<file path="config.mk">
export PLATFORM = sky130hd
export DESIGN_NAME = fp_add_arbiter
export DESIGN_NICKNAME = d
export VERILOG_FILES = /design/src/rtl/fp_add_arbiter.sv
export SDC_FILE = /design/constraint.sdc
export NUM_CORES = 1
export LEC_CHECK = 0
export CORE_ASPECT_RATIO = 0.7
export CORE_MARGIN = 5
export CORE_UTILIZATION = 50
export CTS_BUF_LIST = sky130_fd_sc_hd__clkbuf_4 sky130_fd_sc_hd__clkbuf_8 sky130_fd_sc_hd__clkbuf_16
export DETAILED_ROUTE_END_ITERATION = 7
export DONT_BUFFER_PORTS = 1
export GPL_TIMING_DRIVEN = 0
export REMOVE_ABC_BUFFERS = 1
export SETUP_SLACK_MARGIN = 0.4
export SLEW_MARGIN = 20
export SYNTH_ARGS = -nofsm -noshare
export SYNTH_HDL_FRONTEND = slang
export SYNTH_SLANG_ARGS = --single-unit
</file>
<file path="constraint.sdc">
create_clock -name clk -period 1.9 [get_ports clk]
set_input_delay 0.38 -clock clk [delete_from_list [all_inputs] [get_ports clk]]
set_output_delay 0.38 -clock clk [all_outputs]
set_load 0.005 [all_outputs]
</file>
<file path="src/rtl/fp_add_arbiter.sv">
// Round-robin arbiter/sequencer sharing one combinational bfloat16 adder among N_REQ requesters.
// One operation in flight: IDLE accepts, EXEC captures the adder sum, RESP returns it.
module fp_add_arbiter #(
    parameter int N_REQ = 4,
    parameter int WIDTH = 16
) (
    input  logic                     clk,
    input  logic                     rst,
    input  logic [N_REQ-1:0]         req_valid,
    input  logic [N_REQ-1:0]         req_op,
    input  logic [N_REQ*WIDTH-1:0]   req_a,
    input  logic [N_REQ*WIDTH-1:0]   req_b,
    output logic [N_REQ-1:0]         req_ready,
    output logic [WIDTH-1:0]         add_a,
    output logic [WIDTH-1:0]         add_b,
    input  logic [WIDTH-1:0]         add_p,
    output logic [N_REQ-1:0]         rsp_valid,
    output logic [WIDTH-1:0]         rsp_data,
    input  logic [N_REQ-1:0]         rsp_ready,
    output logic [15:0]              ops_done
);

    localparam int IDX_W = $clog2(N_REQ);

    typedef enum logic [1:0] {IDLE, EXEC, RESP} state_t;

    state_t           state;
    state_t           state_next;
    logic [IDX_W-1:0] grant_idx;
    logic [IDX_W-1:0] last_grant;
    logic [IDX_W-1:0] win;
    logic [IDX_W-1:0] cand;
    logic             found;
    logic [WIDTH-1:0] op_a;
    logic [WIDTH-1:0] op_b;
    logic [WIDTH-1:0] res;
    logic [WIDTH-1:0] win_a;
    logic [WIDTH-1:0] win_b;

    // Rotating search starting just after the previous winner.
    always_comb begin
        found = 1'b0;
        win   = '0;
        cand  = '0;
        for (int k = 1; k <= N_REQ; k++) begin
            cand = IDX_W'((int'(last_grant) + k) % N_REQ);
            if (!found && req_valid[cand]) begin
                found = 1'b1;
                win   = cand;
            end
        end
    end

    // Subtraction is folded into the operand by flipping b's sign bit.
    always_comb begin
        win_a = req_a[int'(win)*WIDTH +: WIDTH];
        win_b = req_b[int'(win)*WIDTH +: WIDTH];
        if (req_op[win]) begin
            win_b[WIDTH-1] = ~win_b[WIDTH-1];
        end
    end

    always_comb begin
        state_next = state;
        req_ready  = '0;
        rsp_valid  = '0;
        case (state)
            IDLE: begin
                if (found) begin
                    req_ready[win] = 1'b1;
                    state_next     = EXEC;
                end
            end
            EXEC: begin
                state_next = RESP;
            end
            RESP: begin
                rsp_valid[grant_idx] = 1'b1;
                if (rsp_ready[grant_idx]) begin
                    state_next = IDLE;
                end
            end
            default: begin
                state_next = IDLE;
            end
        endcase
    end

    always_ff @(posedge clk) begin
        if (rst) begin
            state <= IDLE;
        end else begin
            state <= state_next;
        end
    end

    always_ff @(posedge clk) begin
        if (rst) begin
            grant_idx  <= '0;
            last_grant <= IDX_W'(N_REQ - 1);
            op_a       <= '0;
            op_b       <= '0;
            res        <= '0;
            ops_done   <= '0;
        end else begin
            if (state == IDLE && found) begin
                op_a       <= win_a;
                op_b       <= win_b;
                grant_idx  <= win;
                last_grant <= win;
            end
            if (state == EXEC) begin
                res <= add_p;
            end
            if (state == RESP && rsp_ready[grant_idx]) begin
                ops_done <= ops_done + 16'd1;
            end
        end
    end

    assign add_a    = op_a;
    assign add_b    = op_b;
    assign rsp_data = res;

endmodule
</file>
==> results.py <==
metrics = {
    "status": {
        "status": "finished clean",
    },
    "clock_network": {
        "worst_skew_pair.late_latency_ns": 0.34,
        "h-tree-depth": 3,
        "root_buffer": "clkbuf_8",
        "path_clk_slew_ns": 0.08,
        "holdBufCountCts": 0,
        "cts_buffer_depth": 2,
        "cts_tree": "built",
        "cts_buffers": 9,
        "clock_sinks": 70,
    },
    "worst_setup_path": {
        "critPathLaunchType": "flip-flop",
        "worstPathRequired_ns": 1.52,
        "crit_arrival_ns": 1.46,
        "cp_max_fo": 4,
        "critPathKind": "flip-flop to output port",
        "endpoint_kind": "output port",
    },
    "yosys": {
        "seq_area_frac_synth": 0.4013,
        "synth_top_area_frac": 0.4013,
        "yosys.area.top_type": "dfxtp_1",
        "synth_most_common_cell": "dfxtp_1",
        "ys_top_cells_by_count": "dfxtp_1 (70), mux2i_1 (63), nand2_1 (43)",
        "syn_area_sq_um": 3492,
        "yosysWarnings": 0,
        "synth_seq_cells": 70,
        "synth_edf_count": 0,
        "synth-main-ff-cell": "dfxtp_1",
        "synthCells": 382,
        "ys_top_cells_by_area": "dfxtp_1 (40%), mux2i_1 (18%), a2bb2oi_1 (7.8%)",
        "synth.avg_cell_area_sq_um": 9.142,
        "yosysUniqueCellTypes": 36,
        "synthArstFlopShare": 0,
    },
    "sta": {
        "maxSlewViolCount": 0,
        "hold_violations": 0,
        "worst_pin_slew_ns": 0.6741,
        "fin_ws_ns": 0.05663,
        "finalSetupTns_ns": 0,
        "rsz0062_at_grt": "true",
        "setup_viol": 0,
        "fin_hold_ws_ns": 0.09558,
        "timing.final.crit_share": 0.9702,
        "fin_skew_ns": 0.01064,
        "post-route-min-period_ns": 1.843,
        "maxSlewHeadroom": 0.5468,
        "fmax_ghz": 0.5425,
    },
    "grt": {
        "antenna_found_initial": 0,
        "grt_max_degree": 42,
        "grt_pass1_vias": 2905,
        "grt_overflow": 0,
        "grt_pass1_wl_um": 15470,
        "grt_use_total": 0.2298,
    },
    "drt": {
        "ant_nets": 0,
        "drt_first_pass_iters": 4,
        "vias": 3136,
        "finalWirelength_um": 11870,
        "drcViolationCount": 0,
        "wire_per_inst_um": 23.27,
        "drtIter0Drc": 139,
        "via_per_inst": 6.149,
    },
    "die": {
        "die_y_um": 79.92,
        "die_area_sq_um": 8782,
        "core.rowCount": 25,
        "ios": 230,
        "core-area_sq_um": 6788,
        "start_util": 0.5145,
        "die_w_um": 109.9,
    },
    "power": {
        "pwr-share-clk": 0.300,
        "seq_power_share": 0.407,
        "p_leak_nw": 1.751,
        "irDropWorstVdd_v": 0.0004832,
        "powerDensity_nw_per_um2": 973.8,
        "intPower_w": 0.003121,
        "power.switching_w": 0.001335,
        "combPwrFrac": 0.293,
        "power_w": 0.004456,
        "sw_frac_of_total": 0.2997,
    },
    "layout": {
        "syn2layout_area_growth_pct": 31.03,
        "antennaDiodeCount": 0,
        "layout-drive-gt1-share": 0.2885,
        "fin_nets": 570,
        "layout.cells.non_filler": 510,
    },
    "place": {
        "pre_cts_slack_ns": -0.4708,
        "place_inst": 454,
        "place.gp.congestion": 0.7771,
        "dpl.hpwl_um": 7507,
        "port_buffers": 0,
    },
    "run": {
        "cap_violations": 0,
    },
    "worst_hold_path": {
        "hold_class": "input port to flip-flop",
    },
}
-- placed cells by master, fill, tap and decap left out, drive strengths merged, types with 6 or more instances in the layout --
master   instances
dfxtp           70
buf             37
clkbuf          14
xnor2            6
o21ai           37
a2bb2oi         31
mux2i           63
nand2           43
xor2            10
nor2            26
a21oi           23
-- per-layer routing --
metal | vias to the layer above | global-route usage | part of all wire
met5 | - | 0 | 0
met4 | 0 | 0.04981 | 0.0070
met3 | 8 | 0.09297 | 0.095
met2 | 148 | 0.3850 | 0.50
met1 | 1522 | 0.2756 | 0.40
li1 | 1458 | - | -
-- repair_timing --
item | CTS | global route
buffers inserted | 9 | 22
pin swaps | 9 | 20
gates cloned | 4 | 5
resized for setup | 56 | 44
endpoints found under the setup margin | 76 | 62
-- path summary, 6_finish.rpt --
check                                   start            to  slack (ns)  depth (start not counted)
worst max register to register  last_grant[0]     add_b[14]        0.09                          7
worst max-delay path            last_grant[0]  req_ready[1]        0.06                          4
worst min-delay path                      rst   ops_done[2]         0.1                          1
worst min register to register    rsp_data[8]   rsp_data[8]        0.47                          2
-- state kept, by name, summed over array words and instances (netlist names) --
register and flops:
add_a 16, add_b 16, ops_done 16, rsp_data 16, grant_idx 2, last_grant 2, state 2
-- kinds of logic (layout without fill, tap and decap cells) --
logic type      count (synthesis)  after routing  synth area share
mux                            64             64            0.1870
buf+inv                        26             58           0.04013
compound gates                 97             98            0.1788
flops                          70             70            0.4013
simple gates                  108            109            0.1490
xor+xnor                       16             16           0.04013
fa+ha+maj                       1              1          0.003582
-- critical path, stage by stage (launching register included) --
cell     delay, ns
dfxtp_2       0.36
and2b_4       0.23
o21ai_4       0.23
and3_4        0.26
nor2_2        0.05
-- power by group through the flow --
stage	logic [W]	registers (W)	clock network (W)
6_report	0.00130	0.00182	0.00134
5_1_grt	0.00139	0.00184	0.00144
4_1_cts	0.00101	0.00181	0.00136
3_5_place_dp	0.000802	0.00184	0
3_3_place_gp	0.000773	0.00184	0
2_1_floorplan	0.000650	0.00178	0
-- stage by stage --
step,area [sq um],util
floorplan,3356,-
global placement,3473,0.5117
detailed placement,3540,0.5215
CTS,4084,0.6017
global route,4576,0.6741
finish,4576,0.6741
-- cell type report --
| class | instances | area (sq um) |
|---|---|---|
| sequential | 70 | 1428 |
| timing repair buffer | 41 | 506.7 |
| multi-input combinational | 288 | 2297 |
| clock buffer | 10 | 137.6 |
| fill | 545 | 2212 |
| clock inverter | 6 | 85.08 |
| inverter | 1 | 3.754 |
| tap | 94 | 117.6 |
Note: power is estimated with default switching activity, not from simulation.
